## config.mk

```make
export PLATFORM = sky130hd
export DESIGN_NAME = stat_link
export DESIGN_NICKNAME = d
export VERILOG_FILES = /design/src/rtl/stat_link.sv
export SDC_FILE = /design/constraint.sdc
export NUM_CORES = 1
export LEC_CHECK = 0
export CORE_UTILIZATION = 35
export DETAILED_ROUTE_END_ITERATION = 8
export SYNTH_ARGS = -nofsm -noshare
export SYNTH_HDL_FRONTEND = slang
export SYNTH_SLANG_ARGS = --single-unit
```

## constraint.sdc

```tcl
create_clock -name global_clk -period 2.07 [get_ports global_clk]
set_input_delay 0.414 -clock global_clk [delete_from_list [all_inputs] [get_ports global_clk]]
set_output_delay 0.414 -clock global_clk [all_outputs]
set_load 0.1 [all_outputs]
```

## src/rtl/stat_link.sv

```systemverilog
// Serial status link between two boards: frames the local 3-bit status onto link_tx
// and recovers the opponent's status. Define STAT_LINK_LOOPBACK_EN to feed RX from link_tx.
module stat_link #(
  parameter int BIT_TICKS      = 16,
  parameter int TIMEOUT_FRAMES = 8
) (
  input  logic       global_clk,
  input  logic       rst,
  input  logic [2:0] stat_local,
  input  logic       link_rx,
  output logic       link_tx,
  output logic [2:0] stat_sync,
  output logic       sync_valid,
  output logic       frame_err,
  output logic       link_up
);

  localparam int TW = $clog2(BIT_TICKS);
  localparam logic [TW-1:0] TICK_LAST = TW'(BIT_TICKS - 1);
  localparam logic [TW-1:0] TICK_HALF = TW'(BIT_TICKS / 2 - 1);
  localparam int TO_LIMIT = TIMEOUT_FRAMES * 8 * BIT_TICKS;
  localparam int TOW = $clog2(TO_LIMIT);
  localparam logic [TOW-1:0] TO_LAST = TOW'(TO_LIMIT - 1);

  typedef enum logic [2:0] {TX_GAP, TX_START, TX_DATA, TX_PAR, TX_STOP} tx_state_e;
  typedef enum logic [2:0] {RX_IDLE, RX_START, RX_DATA, RX_PAR, RX_STOP} rx_state_e;

  tx_state_e       tx_state_q, tx_state_d;
  logic [TW-1:0]   tx_tick_q, tx_tick_d;
  logic [1:0]      tx_bit_q, tx_bit_d;
  logic [2:0]      tx_sh_q, tx_sh_d;
  logic            tx_par_q, tx_par_d;
  logic            link_tx_q, link_tx_d;

  rx_state_e       rx_state_q, rx_state_d;
  logic [TW-1:0]   rx_tick_q, rx_tick_d;
  logic [1:0]      rx_bit_q, rx_bit_d;
  logic [2:0]      rx_data_q, rx_data_d;
  logic            rx_par_q, rx_par_d;
  logic            rx_meta_q, rx_sync_q, rx_prev_q;
  logic            rx_src;
  logic            frame_ok;

  logic [2:0]      stat_sync_q, stat_sync_d;
  logic            sync_valid_q, sync_valid_d;
  logic            frame_err_q, frame_err_d;
  logic            link_up_q, link_up_d;
  logic [TOW-1:0]  to_q, to_d;

`ifdef STAT_LINK_LOOPBACK_EN
  logic unused_link_rx;
  assign unused_link_rx = link_rx;
  assign rx_src = link_tx_q;
`else
  assign rx_src = link_rx;
`endif

  // Transmitter: gap(2 bits), start, d0..d2, parity, stop; the next line value is
  // registered one bit boundary ahead so link_tx comes straight from a flop.
  always_comb begin
    tx_state_d = tx_state_q;
    tx_tick_d  = tx_tick_q + 1'b1;
    tx_bit_d   = tx_bit_q;
    tx_sh_d    = tx_sh_q;
    tx_par_d   = tx_par_q;
    link_tx_d  = link_tx_q;
    if (tx_tick_q == TICK_LAST) begin
      tx_tick_d = '0;
      unique case (tx_state_q)
        TX_GAP: begin
          if (tx_bit_q == 2'd1) begin
            tx_state_d = TX_START;
            tx_bit_d   = 2'd0;
            tx_sh_d    = stat_local;
            tx_par_d   = ^stat_local;
            link_tx_d  = 1'b0;
          end else begin
            tx_bit_d = tx_bit_q + 2'd1;
          end
        end
        TX_START: begin
          tx_state_d = TX_DATA;
          tx_bit_d   = 2'd0;
          link_tx_d  = tx_sh_q[0];
          tx_sh_d    = tx_sh_q >> 1;
        end
        TX_DATA: begin
          if (tx_bit_q == 2'd2) begin
            tx_state_d = TX_PAR;
            link_tx_d  = tx_par_q;
          end else begin
            tx_bit_d  = tx_bit_q + 2'd1;
            link_tx_d = tx_sh_q[0];
            tx_sh_d   = tx_sh_q >> 1;
          end
        end
        TX_PAR: begin
          tx_state_d = TX_STOP;
          link_tx_d  = 1'b1;
        end
        default: begin
          tx_state_d = TX_GAP;
          tx_bit_d   = 2'd0;
          link_tx_d  = 1'b1;
        end
      endcase
    end
  end

  // Receiver: start bit checked at half a bit, then every bit sampled at its centre.
  always_comb begin
    rx_state_d   = rx_state_q;
    rx_tick_d    = rx_tick_q + 1'b1;
    rx_bit_d     = rx_bit_q;
    rx_data_d    = rx_data_q;
    rx_par_d     = rx_par_q;
    frame_ok     = 1'b0;
    frame_err_d  = 1'b0;
    unique case (rx_state_q)
      RX_IDLE: begin
        rx_tick_d = '0;
        if (rx_prev_q && !rx_sync_q) rx_state_d = RX_START;
      end
      RX_START: begin
        if (rx_tick_q == TICK_HALF) begin
          rx_tick_d  = '0;
          rx_bit_d   = 2'd0;
          rx_state_d = rx_sync_q ? RX_IDLE : RX_DATA;
        end
      end
      RX_DATA: begin
        if (rx_tick_q == TICK_LAST) begin
          rx_tick_d = '0;
          rx_data_d = {rx_sync_q, rx_data_q[2:1]};
          if (rx_bit_q == 2'd2) rx_state_d = RX_PAR;
          else                  rx_bit_d   = rx_bit_q + 2'd1;
        end
      end
      RX_PAR: begin
        if (rx_tick_q == TICK_LAST) begin
          rx_tick_d  = '0;
          rx_par_d   = rx_sync_q;
          rx_state_d = RX_STOP;
        end
      end
      default: begin
        if (rx_tick_q == TICK_LAST) begin
          rx_tick_d  = '0;
          rx_state_d = RX_IDLE;
          if (rx_sync_q && (rx_par_q == ^rx_data_q)) frame_ok    = 1'b1;
          else                                       frame_err_d = 1'b1;
        end
      end
    endcase
  end

  // Link supervision: a good frame always beats a simultaneous timeout.
  always_comb begin
    stat_sync_d  = stat_sync_q;
    sync_valid_d = 1'b0;
    link_up_d    = link_up_q;
    to_d         = '0;
    if (frame_ok) begin
      stat_sync_d  = rx_data_q;
      sync_valid_d = 1'b1;
      link_up_d    = 1'b1;
    end else if (link_up_q) begin
      if (to_q == TO_LAST) begin
        link_up_d   = 1'b0;
        stat_sync_d = 3'b000;
      end else begin
        to_d = to_q + 1'b1;
      end
    end
  end

  always_ff @(posedge global_clk) begin
    if (rst) begin
      tx_state_q   <= TX_GAP;
      tx_tick_q    <= '0;
      tx_bit_q     <= 2'd0;
      tx_sh_q      <= 3'b000;
      tx_par_q     <= 1'b0;
      link_tx_q    <= 1'b1;
      rx_state_q   <= RX_IDLE;
      rx_tick_q    <= '0;
      rx_bit_q     <= 2'd0;
      rx_data_q    <= 3'b000;
      rx_par_q     <= 1'b0;
      rx_meta_q    <= 1'b1;
      rx_sync_q    <= 1'b1;
      rx_prev_q    <= 1'b1;
      stat_sync_q  <= 3'b000;
      sync_valid_q <= 1'b0;
      frame_err_q  <= 1'b0;
      link_up_q    <= 1'b0;
      to_q         <= '0;
    end else begin
      tx_state_q   <= tx_state_d;
      tx_tick_q    <= tx_tick_d;
      tx_bit_q     <= tx_bit_d;
      tx_sh_q      <= tx_sh_d;
      tx_par_q     <= tx_par_d;
      link_tx_q    <= link_tx_d;
      rx_state_q   <= rx_state_d;
      rx_tick_q    <= rx_tick_d;
      rx_bit_q     <= rx_bit_d;
      rx_data_q    <= rx_data_d;
      rx_par_q     <= rx_par_d;
      rx_meta_q    <= rx_src;
      rx_sync_q    <= rx_meta_q;
      rx_prev_q    <= rx_sync_q;
      stat_sync_q  <= stat_sync_d;
      sync_valid_q <= sync_valid_d;
      frame_err_q  <= frame_err_d;
      link_up_q    <= link_up_d;
      to_q         <= to_d;
    end
  end

  assign link_tx    = link_tx_q;
  assign stat_sync  = stat_sync_q;
  assign sync_valid = sync_valid_q;
  assign frame_err  = frame_err_q;
  assign link_up    = link_up_q;

endmodule

```

==> results of run 1 <==
-- flip-flops by register name (all words and copies together) (netlist names) --
register,count
rx_state_q,3
tx_state_q,3
tx_tick_q,4
rx_bit_q,2
stat_sync,3
tx_par_q,1
rx_meta_q,1
rx_prev_q,1
to_q,10
link_tx,1
tx_bit_q,2
sync_valid,1
rx_sync_q,1
rx_tick_q,4
rx_data_q,3
link_up,1
tx_sh_q,3
frame_err,1
rx_par_q,1
-- report_power, final --
| group | leakage [nW] | internal [W] | switching (W) |
|---|---|---|---|
| clock network | 0.0441 | 0.000237 | 0.000305 |
| logic | 0.386 | 0.0000414 | 0.0000397 |
| registers | 0.372 | 0.000897 | 0.0000188 |
| total | 0.803 | 0.00118 | 0.000364 |
-- worst max-delay path, stage by stage (launching register included) --
cell      delay, ns
dfxtp_1        0.38
inv_1          0.08
ha_1           0.24
or3b_1         0.37
a211oi_2       0.40
o21ai_0        0.14
a21oi_1        0.13
-- cell usage in the layout, fill, tap and decap left out, drive strengths merged, types with 8 or more instances in the layout --
cell	count
buf	9
inv	8
o21ai	10
a21oi	13
xnor2	11
nand2	13
nor3	9
nor2	33
dfxtp	46
nand3	9
-- kinds of logic (layout without fill, tap and decap cells) --
family / Yosys count / after routing / synth area share (%)
buffers and inverters: 19 / 30 / 3.80
DFF: 46 / 46 / 44.3
muxes: 7 / 7 / 3.37
and+or+nand+nor: 97 / 97 / 24.0
xor gates and xnor gates: 16 / 16 / 6.75
AOI/OAI and AO/OA: 41 / 41 / 13.6
adders and majority gates: 7 / 7 / 4.22
-- area by class of cell --
| cell class | count | area [um2] | area share (%) |
|---|---|---|---|
| inverter | 8 | 30.0 | 1.29 |
| clock inverter | 3 | 21.3 | 0.914 |
| multi-input combinational | 168 | 1080 | 46.3 |
| sequential | 46 | 921 | 39.6 |
| tap | 72 | 90.1 | 3.87 |
| clock buffer | 5 | 68.8 | 2.96 |
| timing repair buffer | 14 | 118 | 5.06 |
-- path summary, 6_finish.rpt --
| path | start | endpoint | slack (ns) | cells past startpoint |
|---|---|---|---|---|
| worst max-delay path | tx_bit_q[0] | tx_sh_q[0] | 0.27 | 6 |
| worst max register to register | tx_bit_q[0] | tx_sh_q[0] | 0.27 | 6 |
| worst min register to register | rx_meta_q | rx_sync_q | 0.41 | 1 |
| worst min-delay path | rx_meta_q | rx_sync_q | 0.41 | 1 |
-- per-layer routing --
layer  track usage, %  vias to the layer above  share of wire (%)
li1                 -                      831                  -
met1             17.1                      739                 49
met2             22.1                       26                 46
met3             2.87                        7                2.9
met4             5.45                        0                1.6
met5                0                        -                  0
-- metrics by stage --
step | hold slack, ns | utilization, % | power, W
after global placement | 0.394 | 39.9 | 0.00102
after detailed placement | 0.393 | 39.9 | 0.00102
after global routing | 0.441 | 41.5 | 0.00161
final | 0.413 | 41.5 | 0.00154
after CTS | 0.416 | 41.5 | 0.00157
after floorplan | 0.389 | - | 0.000994
==> PnR_summary.wiki, run 1 <==
{| class="wikitable"
! Metric !! Value
|-
| Die X || ~79 um
|-
| Average detailed-routed wire length per instance || 11.8 um
|-
| Post-CTS Setup Bufs || 0
|-
| Floorplan die area || around 0.0062 mm2
|-
| Cell area power density || 662 mW/mm2
|-
| Area of the mapped netlist || around 0.0021 mm2
|-
| Placed Cells incl. Taps || 308
|-
| Number of nets in the final layout || 256
|-
| Setup TNS || 0 ns
|-
| Clk buf depth || 2
|-
| Via count of the first global-routing pass || 1472
|-
| Setup repair after global routing missed its margin || false
|-
| Largest cells by area after synthesis || dfxtp_1 (44%), nor2_1 (6.0%), xnor2_1 (4.6%)
|-
| Synthesis Warnings || 0
|-
| Crit path arrival time || 2.03 ns
|-
| Ratio of final minimum period to clock period || 87.0%
|-
| Result of the run || completed
|-
| Diode count || 0
|-
| Share of synthesized registers carrying an async set or reset || 0%
|-
| Setup violators final || 0
|-
| Placeable core region || 0.00561 mm2
|-
| Max-capacitance violation count || 0
|-
| EDFF count, synth || 0
|-
| Finished Cell Area || 0.00233 mm2
|-
| Maximum clock frequency || 556 MHz
|-
| Congestion Overflow GR || 0
|-
| Post-synth top flop || dfxtp_1
|-
| Area of placed instances || 0.00224 mm2
|-
| Hold WC Path Type || reg2reg
|-
| Clock sink total || 46
|-
| Place WS || about 0.24 ns
|-
| Largest net degree at the start of global routing || 29
|-
| Distinct cell type count of the synthesized netlist || 45
|-
| Final weighted congestion of routability-driven global placement || ~0.75
|-
| Number of nets with antenna violations after routing || 0
|-
| Total global-route track usage || a little over an eighth
|-
| Floorplan die height || 79.0 um
|-
| Clock-pin slew of the registers on the worst-case setup and hold paths || ~0.090 ns
|-
| Total number of placement rows || 27
|-
| Effective utilization at floorplan || 37.0%
|-
| Detailed placer's ending HPWL || between 2000 and 3000 um
|-
| Cell with the most instances after synthesis || dfxtp_1
|-
| Post-cts sizing count || 0
|-
| Required time of the critical path || 2.30 ns
|-
| Area growth syn-to-layout || 12.0%
|-
| Slew at the pin closest to its max-slew limit || 0.449 ns
|-
| Slew margin rel. || 70.0%
|-
| Final Critical Period || between 1.5 and 2 ns
|-
| TritonCTS clock tree || done
|-
| Critical Path Start Type || flop
|-
| Length of the first detailed-routing pass in iterations || 4
|-
| Root Driver || clkbuf_8
|-
| Synth Register Bits || 46
|-
| Post-synth top area share || 44.3%
|-
| Commonest cells in the netlist || dfxtp_1 (46), nor2_1 (33), a21oi_1 (13), nand2_1 (13), xnor2_1 (11)
|-
| TritonCTS Buffers || 5
|-
| Via count || 1603
|-
| Top Ports || 13
|-
| # port buffers || 12
|-
| Fraction of layout cells with a size suffix above 1 || between 10% and 20%
|-
| # hold bufs at CTS || 0
|-
| Slew Limit Fails || 0
|-
| Post-Syn Area per Cell || just under 9 um2
|-
| Leakage component of the power || ~0.80 nW
|-
| Worst Slack Setup Final || 0.270 ns
|-
| Global-route wire length before repair || between 6000 and 7000 um
|-
| Post-detailed-route DRC marker count || 0
|-
| Leading area contributor after synthesis || dfxtp_1
|-
| Number of DRC violations after detailed-routing iteration 0 || between 60 and 70
|-
| Category of the critical setup timing path || reg2reg
|-
| Kind of capture point of the worst setup path || flop
|-
| Syn nets || 246
|-
| Filler cell count in the final layout || 587
|-
| Antenna violations before repair || 0
|-
| Post-route non-filler standard cell count || 316
|-
| Overall routed net length || 3740 um
|-
| Setup skew after layout || around 0.0072 ns
|-
| Sequential element share of the synthesized area || about 44%
|-
| CP Max Fanout || 6
|-
| Level count of the clock H-tree || 2
|-
| Hold violation total from the final report || 0
|-
| Vias per std cell || 5.07
|-
| Worst IR Drop VDD || 326 uV
|-
| Source-to-sink clock delay at the later pin of the worst-skew pair || 0.30 ns
|-
| Count of mapped cells out of synthesis || 233
|}
(Power assumes the default switching activity.)
==> run 2: changes to the inputs <==
--- a/config.mk
+++ b/config.mk
@@ -7,6 +7,7 @@
 export LEC_CHECK = 0
 export CORE_UTILIZATION = 35
 export DETAILED_ROUTE_END_ITERATION = 8
+export SKIP_CTS_REPAIR_TIMING = 1
 export SYNTH_ARGS = -nofsm -noshare
 export SYNTH_HDL_FRONTEND = slang
 export SYNTH_SLANG_ARGS = --single-unit
==> results of run 2 <==
The final DEF is identical to that of run 1; final timing and power are the same.
